===== config.mk =====
export PLATFORM = sky130hd
export DESIGN_NAME = rx_udp_buf_ctrl
export DESIGN_NICKNAME = d
export VERILOG_FILES = /design/src/rtl/rx_udp_buf_ctrl.sv
export SDC_FILE = /design/constraint.sdc
export NUM_CORES = 1
export LEC_CHECK = 0
export CORE_MARGIN = 2
export CORE_UTILIZATION = 52
export CTS_CLUSTER_SIZE = 24
export DETAILED_ROUTE_END_ITERATION = 16
export GPL_TIMING_DRIVEN = 1
export PLACE_DENSITY = 0.93
export SLEW_MARGIN = 20
export SYNTH_ARGS = -nofsm -noshare
export SYNTH_HDL_FRONTEND = slang
export SYNTH_SLANG_ARGS = --single-unit

===== constraint.sdc =====
create_clock -name RX_CLK -period 3.2 [get_ports RX_CLK]
set_input_delay 0.32 -clock RX_CLK [delete_from_list [all_inputs] [get_ports RX_CLK]]
set_output_delay 0.32 -clock RX_CLK [all_outputs]
set_load 0.02 [all_outputs]

===== src/rtl/rx_udp_buf_ctrl.sv =====
// rtl/rx_udp_buf_ctrl.sv - ping-pong RX payload buffer sequencer for UDP datagrams
// Allocates a free bank per datagram, writes bytes, commits length/port and holds the bank until released.
module rx_udp_buf_ctrl #(
  parameter int OCT    = 8,
  parameter int ADDR_W = 11
) (
  input  logic              RX_CLK,
  input  logic              rst,
  input  logic              rx_udp_data_v,
  input  logic [OCT-1:0]    rx_udp_data,
  input  logic              rx_port_match,
  input  logic [2*OCT-1:0]  rx_src_port,
  input  logic [1:0]        host_release,
  output logic              buf_we,
  output logic              buf_bank,
  output logic [ADDR_W-1:0] buf_addr,
  output logic [OCT-1:0]    buf_wdata,
  output logic [1:0]        bank_full,
  output logic [2*OCT-1:0]  bank_len0,
  output logic [2*OCT-1:0]  bank_len1,
  output logic [2*OCT-1:0]  bank_port0,
  output logic [2*OCT-1:0]  bank_port1,
  output logic              rx_buf_irq,
  output logic [2*OCT-1:0]  drop_cnt
);

  typedef enum logic [1:0] {S_SYNC, S_IDLE, S_FILL, S_DROP} state_t;

  localparam logic [ADDR_W:0] C_DEPTH = {1'b1, {ADDR_W{1'b0}}};

  state_t              r_state, w_next;
  logic                r_nxt_bank, r_bank;
  logic [ADDR_W:0]     r_wr_cnt;
  logic [2*OCT-1:0]    r_port;
  logic                r_buf_we, r_buf_bank, r_irq;
  logic [ADDR_W-1:0]   r_buf_addr;
  logic [OCT-1:0]      r_buf_wdata;
  logic [1:0]          r_bank_full;
  logic [2*OCT-1:0]    r_len0, r_len1, r_port0, r_port1, r_drop_cnt;

  logic                w_both_full, w_cnt_full, w_alloc_bank;
  logic                w_start, w_wr, w_commit, w_drop_inc, w_wr_bank;
  logic [ADDR_W-1:0]   w_wr_addr;
  logic [1:0]          w_commit_mask;

  assign w_both_full  = &r_bank_full;
  assign w_cnt_full   = (r_wr_cnt == C_DEPTH);
  assign w_alloc_bank = r_bank_full[r_nxt_bank] ? ~r_nxt_bank : r_nxt_bank;

  always_ff @(posedge RX_CLK) begin
    if (rst) r_state <= S_SYNC;
    else     r_state <= w_next;
  end

  always_comb begin
    w_next = r_state;
    case (r_state)
      S_SYNC: if (!rx_udp_data_v) w_next = S_IDLE;
      S_IDLE: if (rx_udp_data_v) w_next = (rx_port_match && !w_both_full) ? S_FILL : S_DROP;
      S_FILL: begin
        if (!rx_udp_data_v)  w_next = S_IDLE;
        else if (w_cnt_full) w_next = S_DROP;
      end
      S_DROP: if (!rx_udp_data_v) w_next = S_IDLE;
      default: w_next = S_SYNC;
    endcase
  end

  always_comb begin
    w_start    = (r_state == S_IDLE) && rx_udp_data_v && rx_port_match && !w_both_full;
    w_wr       = w_start || ((r_state == S_FILL) && rx_udp_data_v && !w_cnt_full);
    w_commit   = (r_state == S_FILL) && !rx_udp_data_v;
    w_drop_inc = ((r_state == S_IDLE) && rx_udp_data_v && rx_port_match && w_both_full) ||
                 ((r_state == S_FILL) && rx_udp_data_v && w_cnt_full);
    w_wr_bank  = w_start ? w_alloc_bank : r_bank;
    w_wr_addr  = w_start ? '0 : r_wr_cnt[ADDR_W-1:0];
    w_commit_mask = 2'b00;
    if (w_commit) w_commit_mask = r_bank ? 2'b10 : 2'b01;
  end

  always_ff @(posedge RX_CLK) begin
    if (rst) begin
      r_nxt_bank  <= 1'b0;
      r_bank      <= 1'b0;
      r_wr_cnt    <= '0;
      r_port      <= '0;
      r_buf_we    <= 1'b0;
      r_buf_bank  <= 1'b0;
      r_buf_addr  <= '0;
      r_buf_wdata <= '0;
      r_irq       <= 1'b0;
      r_bank_full <= 2'b00;
      r_len0      <= '0;
      r_len1      <= '0;
      r_port0     <= '0;
      r_port1     <= '0;
      r_drop_cnt  <= '0;
    end else begin
      r_buf_we <= w_wr;
      if (w_wr) begin
        r_buf_bank  <= w_wr_bank;
        r_buf_addr  <= w_wr_addr;
        r_buf_wdata <= rx_udp_data;
      end
      if (w_start) begin
        r_bank   <= w_alloc_bank;
        r_wr_cnt <= {{ADDR_W{1'b0}}, 1'b1};
        r_port   <= rx_src_port;
      end else if (w_wr) begin
        r_wr_cnt <= r_wr_cnt + 1'b1;
      end
      r_irq <= w_commit;
      if (w_commit) begin
        r_nxt_bank <= ~r_bank;
        if (r_bank) begin
          r_len1  <= (2*OCT)'(r_wr_cnt);
          r_port1 <= r_port;
        end else begin
          r_len0  <= (2*OCT)'(r_wr_cnt);
          r_port0 <= r_port;
        end
      end
      // A release seen this cycle only frees the bank for allocations from the next cycle on.
      r_bank_full <= (r_bank_full & ~host_release) | w_commit_mask;
      if (w_drop_inc && (r_drop_cnt != '1)) r_drop_cnt <= r_drop_cnt + 1'b1;
    end
  end

  assign buf_we     = r_buf_we;
  assign buf_bank   = r_buf_bank;
  assign buf_addr   = r_buf_addr;
  assign buf_wdata  = r_buf_wdata;
  assign bank_full  = r_bank_full;
  assign bank_len0  = r_len0;
  assign bank_len1  = r_len1;
  assign bank_port0 = r_port0;
  assign bank_port1 = r_port1;
  assign rx_buf_irq = r_irq;
  assign drop_cnt   = r_drop_cnt;

endmodule

# Word-level counts from Yosys, hierarchy flattened
# Cells that the tools add are included.
dict set report totals {
  input_bits 30
  wordCells 71
  reg_bits 128
}
dict set report op_classes {
  n_bitwise 5
  n_lt_le_gt_ge 1
  n_mux 15
  add_sub_neg 2
  reduce_logical 23
  eq_ne 8
}
# cell n
set ops {}
lappend ops {{$add 16x1->16 const B} 1}
lappend ops {{$ne 16x16->1 const B} 1}
lappend ops {{$add 12x1->12 const B} 1}
lappend ops {{$eq 12x12->1 const B} 1}
lappend ops {{$mux 2} 6}
lappend ops {{$mux 11} 1}
lappend ops {{$logic_and 1x1->1} 10}
lappend ops {{$mux 1} 7}
lappend ops {{$pmux 2 s3} 1}
lappend ops {{$reduce_and 2->1} 3}
lappend ops {{$eq 2x2->1 const B} 2}
lappend ops {{$ne 2x2->1 const B} 2}
lappend ops {{$reduce_or 2->1} 2}
lappend ops {{$logic_not 1->1} 3}
lappend ops {{$ne 3x3->1 const B} 1}
lappend ops {{$reduce_and 3->1} 1}
lappend ops {{$and 2x2->2} 1}
lappend ops {{$eq 2x1->1 const B} 1}
lappend ops {{$logic_not 2->1} 1}
lappend ops {{$logic_or 1x1->1} 2}
lappend ops {{$lt 1x2->1 const B} 1}
lappend ops {{$not 1->1} 2}
lappend ops {{$not 2->2} 1}
lappend ops {{$or 2x2->2} 1}
lappend ops {{$reduce_bool 2->1} 1}

# Longest topological paths before layout
# Gate-level depths: netlist of run 1.
dict set report depth {
  depth_word 7
  depth_mapped 10
  ltp_nobuf 7
}

# Least setup slack after synthesis of run 1
# OpenSTA, ideal clock, no wires.
dict set report synth_timing {
  path_kind {register to register}
  from {register r_wr_cnt[0]}
  to {register r_buf_addr[2] (netlist: buf_addr[2])}
  slack_ps 1148
  period_less_slack_ps 2052
  stages_incl_launch_ff 10
  required_ps 3072
  setup_time_ps 128
  arrival_ps 1924
  n_path_buf 3
  cell_sequence {dfxtp_1 -> clkbuf_1 -> inv_1 -> ha_1 -> nor4b_4 -> a31oi_1 -> buf_2 -> buf_4 -> mux2i_1 -> nor2_1}
}
dict set report synth_via {
  elab_chain_len 4
}
# item line
set synth_rtl {}
lappend synth_rtl {{start: declaration} 33} ;# logic [ADDR_W:0] r_wr_cnt;
lappend synth_rtl {{start signal: assignment} 107} ;# r_wr_cnt <= {{ADDR_W{1'b0}}, 1'b1};
lappend synth_rtl {{start signal: assignment} 110} ;# r_wr_cnt <= r_wr_cnt + 1'b1;
lappend synth_rtl {{$eq 12x12->1} 47} ;# assign w_cnt_full = (r_wr_cnt == C_DEPTH);
lappend synth_rtl {{$logic_not 1->1} 71} ;# w_wr = w_start || ((r_state == S_FILL) && rx_udp_data_v && !w_cnt_full);
lappend synth_rtl {{$logic_and 1x1->1} 71}
lappend synth_rtl {{$logic_or 1x1->1} 71}
lappend synth_rtl {{end signal: assignment} 102} ;# r_buf_addr <= w_wr_addr;
lappend synth_rtl {{end: declaration} 36} ;# logic [ADDR_W-1:0] r_buf_addr;
# No other way between the ends.
# A chain may end at the register's enable or synchronous reset.

# Final worst setup path of run 1
dict set report layout_timing {
  from {register r_wr_cnt[0]}
  to {register r_wr_cnt[2]}
}
dict set report layout_via {
  elab_chain_len 4
  elab_cells_between_ends 5
}
# item
set layout_rtl {}
lappend layout_rtl {{parallel branches: the longest is 4 deep, another holds $add 12x1->12}}
# Parallel ways; which one is timed is not known.

==> impl_metrics.csv, run 1 <==
group,metric,value,unit
global_route,grt_pass1_vias,4610,
finish,drive_gt1_share,6.68,%
yosys,synth_top_area_share,51.0,%
yosys,syn_avg_cell_area,8.24,µm²
timing,max_slew_margin,47.9,%
global_route,track_usage,27.1,%
worst_setup_path,critPathTopFamily,"flip-flops",
placement,io_buffers,125,
global_route,antenna_found_initial,0,
die,start_util,53.9,%
clock_network,cts_root_buffer,"clkbuf_8",
finish,post-route-util,74.6,%
timing,rsz0062_at_grt,"false",
route,ant_nets,0,
clock_network,cts.repair.resized,0,
die,pin_count,134,
clock_network,clkSinkCount,128,
yosys,synthesis.area,5030,µm²
yosys,async_reset_ff_share,0,%
power,p_sw,0.00111,W
die,core_area,9330,µm²
global_route,grt_max_degree,57,
route,wl_per_cell,16.1,µm
yosys,yosysTopAreaCell,"dfxtp_1",
timing,fmax,420,MHz
yosys,ys_warn_count,0,
global_route,grt_pass1_wl,21800,µm
route,firstDrtPassIters,5,
clock_network,cts_buffers,17,
worst_setup_path,path_cells,"inv_1, ha_1, nor4b_4, a31oi_2, buf_4, nand2_1, xor2_1, nor2_1",
timing,worst-slew-pin-transition,781,ps
clock_network,clk_pin_slew_worst_paths,60,ps
timing,report.final.slew_viol_count,0,
yosys,synth-seq-cells,128,
finish,final_cell_area,6960,µm²
power,vdd_drop_max,0.352,mV
worst_setup_path,end_kind,"flip-flop",
clock_network,clkLatencyLatePin,520,ps
yosys,yosys-top-cells-area,"dfxtp_1 (51%), nand2_1 (13%), a21oi_1 (10%)",
power,p_per_area,624,nW/µm²
worst_setup_path,ff2ff_setup_slack,820,ps
route,vias,4708,
clock_network,cts_buffer_depth,2,
route,drtIter0Drc,352,
worst_setup_path,critPathMaxFanout,14,
route,routed_wl,13900,µm
yosys,synth_edf_count,0,
yosys,synth_cell_type_count,47,
worst_setup_path,cp.required,3570,ps
timing,finalCritPeriodShare,74.5,%
global_route,grt_overflow_total,0,
timing,fin_setup_tns,0,ps
finish,fin_nets,757,
worst_setup_path,arrival,2760,ps
route,drcViolationCount,0,
power,pwr-share-clk,48.9,%
power,leakagePower,2.36,nW
worst_setup_path,path_class,"reg2reg",
timing,final_hold_viol_count,0,
clock_network,hold_buffers,0,
clock_network,cts_tree,"built",
die,die_h,102,µm
worst_setup_path,path_buf_inv,2,
finish,fillers,628,
power,internal_power,0.00323,W
yosys,yosysSeqAreaShare,51.0,%
route,viasPerCell,5.46,
job,drv_cap,0,
finish,syn_to_final_growth,38.5,%
die,die_x,102,µm
yosys,ys.flop_type,"dfxtp_1",
power,swShare,25.6,%
power,pwr-share-seq,39.2,%
finish,antenna-diode-count,0,
worst_setup_path,cpMaxStageDelayCell,"dfxtp_1",
power,pwr-share-comb,11.9,%
worst_setup_path,slowest_delay,550,ps
clock_network,post_cts_buffers,0,
status,run_status,"finished clean",
timing,setup_viol,0,
clock_network,cts_max_level,4,
worst_setup_path,start_kind,"flip-flop",
die,num_rows,35,
timing,fin_skew,8.66,ps
hold_path,hp-class,"in2reg",
placement,place_hpwl,9000,µm
placement,placed_area,6300,µm²
yosys,syn_inst,610,
timing,fin_crit,2380,ps
die,die_area,10500,µm²
placement,place_congestion,0.851,
[cells by family after synthesis]
family,after synthesis,synth area share (%)
simple gates,266,23.5
compound gates,128,13.8
flops,128,51.0
buf+inv,55,5.15
mux,14,2.84
xor+xnor,12,2.09
fa+ha+maj,6,1.49
other cells,1,0.0746
[metal layers]
metal | routed length [µm] | share of wire, % | global-route usage [%] | up-vias
met1 | 5540 | 40 | 32.0 | 2203
li1 | - | - | - | 2259
met5 | 0 | 0 | 0 | -
met2 | 7050 | 51 | 46.0 | 210
met4 | 341 | 2.5 | 11.2 | 0
met3 | 952 | 6.9 | 8.21 | 36
[power by group through the flow]
stage | Clock, W | Sequential [W] | Combinational (W)
floorplan | 0 | 0.00175 | 0.000317
global placement | 0 | 0.00173 | 0.000485
detailed placement | 0 | 0.00173 | 0.000502
CTS | 0.00214 | 0.00170 | 0.000510
global route | 0.00221 | 0.00171 | 0.000566
finish | 0.00212 | 0.00170 | 0.000517
[synthesized netlist by cell type (all sizes together) (7+ instances only)]
library cell / n
a21oi: 100
buf: 21
clkbuf: 27
dfxtp: 128
inv: 7
mux2i: 12
nand2: 170
nand2b: 8
nand3: 11
nand4: 7
nor2: 38
o21ai: 12
or3: 8
[cell type report]
class	instances	area [µm²]	share of cell area, %
clock buffers	18	428	6.15
clock inverters	14	229	3.29
inverters	7	26.3	0.378
multi-input cells	434	2240	32.2
flip-flops and latches	128	2560	36.8
well taps	129	161	2.32
repair buffers	133	1310	18.8
[stage by stage]
step | setup WS [ps] | std cells | power [W] | hold slack, ps
CTS | 854 | 863 | 0.00435 | 247
global placement | 869 | 831 | 0.00221 | 441
global route | 716 | 863 | 0.00448 | 282
detailed placement | 735 | 831 | 0.00224 | 447
finish | 817 | 863 | 0.00434 | 268
floorplan | 1150 | 617 | 0.00206 | 445
[flip-flops by register name, summed over array words and instances, names as in the netlist, 2 cells and up]
name and count:
bank_full 2, bank_len0 12, bank_len1 12, bank_port0 16
bank_port1 16, buf_addr 11, buf_wdata 8, drop_cnt 16
r_port 16, r_state 2, r_wr_cnt 12
[worst register-to-register path, cell delays in order, from the launching register on]
cell and delay (ps):
dfxtp_1 550, inv_1 100, ha_1 200, nor4b_4 140, a31oi_2 540, buf_4 360
nand2_1 110, xor2_1 180, nor2_1 60
[placed cells by master, fill, tap and decap left out, drive strengths merged, types with 2 or more instances in the layout]
master / netlist / layout
clkinvlp: 0 / 2
or4: 3 / 3
mux2: 2 / 2
inv: 7 / 11
xor2: 6 / 6
a211oi: 2 / 2
nor2b: 3 / 3
nand2b: 8 / 8
nor2: 38 / 38
nor3: 3 / 3
bufinv: 0 / 5
a21oi: 100 / 100
o21ai: 12 / 12
xnor2: 6 / 6
nand2: 170 / 170
or3: 8 / 8
o31ai: 4 / 4
dfxtp: 128 / 128
clkinv: 0 / 3
nor4b: 2 / 2
nand3: 11 / 11
conb: 1 / 8
ha: 6 / 6
mux2i: 12 / 12
buf: 21 / 9
clkdlybuf4s50: 0 / 124
and2: 3 / 3
nor4: 4 / 4
nand4: 7 / 7
o2111ai: 2 / 2
clkbuf: 27 / 18
and4: 3 / 3
[final timing paths]
kind / startpoint / endpoint / depth (start not counted)
worst min register to register: buf_wdata[2] / buf_wdata[2] / 2
worst min-delay path: rst / drop_cnt[0] / 2
worst max register to register: r_wr_cnt[0] / r_wr_cnt[2] / 8
worst max-delay path: r_wr_cnt[0] / r_wr_cnt[2] / 8
No activity file was read; power rests on OpenSTA's default activity.
==> inputs of run 2 (changes only) <==
CORE_UTILIZATION = 48   (was 52)
PLACE_DENSITY = 0.87   (was 0.93)
clock period = 2.4 ns   (was 3.2 ns; I/O delays follow)
==> run 2 against run 1 <==
Worst hold slack worse by 84 ps. Sequential cell count stayed put. Clock skew grew 3.0 ps. Worst setup slack got worse by 680 ps. Clock power up 35%. Sequential power rose by 32%. Largest cell class unchanged. Die area rose by 8.0%. Final area grew 1.7%. Via count is 1.3% higher. Sequential share of layout area fell by 0.62 points.
==> impl_metrics.csv, run 2 (same netlist as run 1, synthesis figures left out) <==
group,metric,value,unit
timing,max_slew_margin,62.3,%
route,drtIter0Drc,302,
timing,fmax,443,MHz
die,die_area,11300,µm²
clock_network,cts_tree,"built",
finish,multiInputGateArea,2240,µm²
placement,place_hpwl,9260,µm
clock_network,clk_pin_slew_worst_paths,60,ps
global_route,grt_overflow_total,0,
global_route,grt_pass1_wl,22700,µm
finish,layout_commonest_cell,"nand2_1",
worst_setup_path,arrival,2700,ps
clock_network,hold_buffers,0,
hold_path,hp-class,"in2reg",
clock_network,cts.repair.resized,0,
worst_setup_path,slowest_delay,470,ps
worst_setup_path,rr_startpoint,"r_wr_cnt[1]",
die,core_area,10200,µm²
timing,fin_setup_tns,0,ps
route,vias,4770,
clock_network,cts_buffers,17,
timing,finalCritPeriodShare,94.1,%
die,start_util,49.1,%
route,ant_nets,0,
finish,post-route-util,69.2,%
status,run_status,"finished clean",
hold_path,holdCritStartpoint,"rst",
power,leakagePower,2.44,nW
hold_path,min_to,"drop_cnt[1]",
worst_setup_path,path_class,"reg2reg",
die,die_h,106,µm
die,pin_count,134,
clock_network,post_cts_buffers,0,
global_route,track_usage,25.2,%
finish,seq_area,2560,µm²
route,viasPerCell,5.40,
power,vdd_drop_max,0.534,mV
worst_setup_path,cpMaxStageDelayCell,"or4_1",
timing,final_hold_viol_count,0,
timing,worst-slew-pin-transition,566,ps
power,p_per_area,829,nW/µm²
clock_network,cts_root_buffer,"clkbuf_8",
worst_setup_path,end_kind,"flip-flop",
route,wl_per_cell,15.7,µm
die,num_rows,37,
worst_setup_path,cp.required,2840,ps
job,drv_cap,0,
hold_path,whs_path_depth,2,
timing,setup_viol,0,
route,firstDrtPassIters,5,
global_route,grt_max_degree,52,
placement,io_buffers,125,
timing,fin_skew,11.6,ps
power,finalPower,0.00587,W
finish,antenna-diode-count,0,
worst_setup_path,critPathMaxFanout,22,
worst_setup_path,start_kind,"flip-flop",
finish,final_cell_mix,"nand2_1 (170), dfxtp_1 (128), clkdlybuf4s50_1 (124), a21oi_1 (99), nor2_1 (36)",
clock_network,clkSinkCount,128,
route,drcViolationCount,0,
finish,fillers,759,
worst_setup_path,ff2ff_setup_slack,140,ps
clock_network,clkLatencyLatePin,520,ps
placement,place_congestion,0.937,
worst_setup_path,worstReg2RegEnd,"drop_cnt[6]",
global_route,grt_pass1_vias,4841,
global_route,antenna_found_initial,0,
worst_setup_path,reg2regPathDepth,7,
route,routed_wl,13800,µm
die,die_x,106,µm
finish,syn_to_final_growth,40.8,%
worst_setup_path,path_cells,"inv_1, ha_1, nor4b_4, nand4_1, a21o_1, or4_1, a21oi_1",
clock_network,cts_max_level,4,
timing,fin_crit,2260,ps
clock_network,cts_buffer_depth,2,
finish,fin_nets,770,
timing,report.final.slew_viol_count,0,
finish,drive_gt1_share,8.30,%
timing,rsz0062_at_grt,"false",
-- run 2: changes by cell type in the layout (fill, tap and decap cells not counted) --
cell	delta
buf_4	+13
clkbuf_8	+3
clkinv_4	-1
inv_6	-1
inv_8	-1
-- run 2: worst max-delay path by stage --
stage | startpoint | endpoint | slack [ps] | cells past startpoint
after floorplan | r_wr_cnt[0] | buf_addr[2] | 350 | 9
after global placement | rx_udp_data_v | drop_cnt[9] | 250 | 6
after detailed placement | rx_udp_data_v | drop_cnt[6] | 150 | 6
after CTS | r_wr_cnt[1] | drop_cnt[6] | 160 | 7
after global routing | r_wr_cnt[1] | drop_cnt[11] | 6 | 7
final | r_wr_cnt[1] | drop_cnt[6] | 140 | 7
-- run 2: cell type report --
class	instances	share of cell area, %
flip-flops and latches	128	36.2
multi-input cells	434	31.7
repair buffers	146	19.9
clock buffers	21	6.63
clock inverters	11	2.83
well taps	136	2.40
inverters	7	0.371
-- run 2: per-layer routing --
layer  vias to the layer above  routed length [µm]  GRT usage (%)
li1                       2270                   -              -
met2                       210                6940           43.7
met3                        31                 983           6.87
met4                         0                 309           10.5
met5                         -                   0              0
met1                      2259                5590           29.3
-- run 2: report_power, final --
group | internal (W) | leakage, nW | switching (W)
Sequential | 0.00220 | 1.03 | 0.0000533
Clock | 0.00191 | 0.321 | 0.000957
Combinational | 0.000294 | 1.08 | 0.000451
-- run 2: critical path, delay by kind of cell, from the launching register on --
family	cells	cell delay [ps]
simple gates	3	960
compound gates	2	590
flops	1	380
fa+ha+maj	1	160
buf+inv	1	110
-- run 2: through the flow --
step | hold WS [ps] | instance area [µm²] | cells | setup slack, ps
6_report | 184 | 7080 | 883 | 141
3_3_place_gp | 438 | 6410 | 851 | 255
5_1_grt | 215 | 7080 | 883 | 5.93
2_1_floorplan | 376 | 5050 | 617 | 348
3_5_place_dp | 448 | 6410 | 851 | 145
4_1_cts | 170 | 7080 | 883 | 163
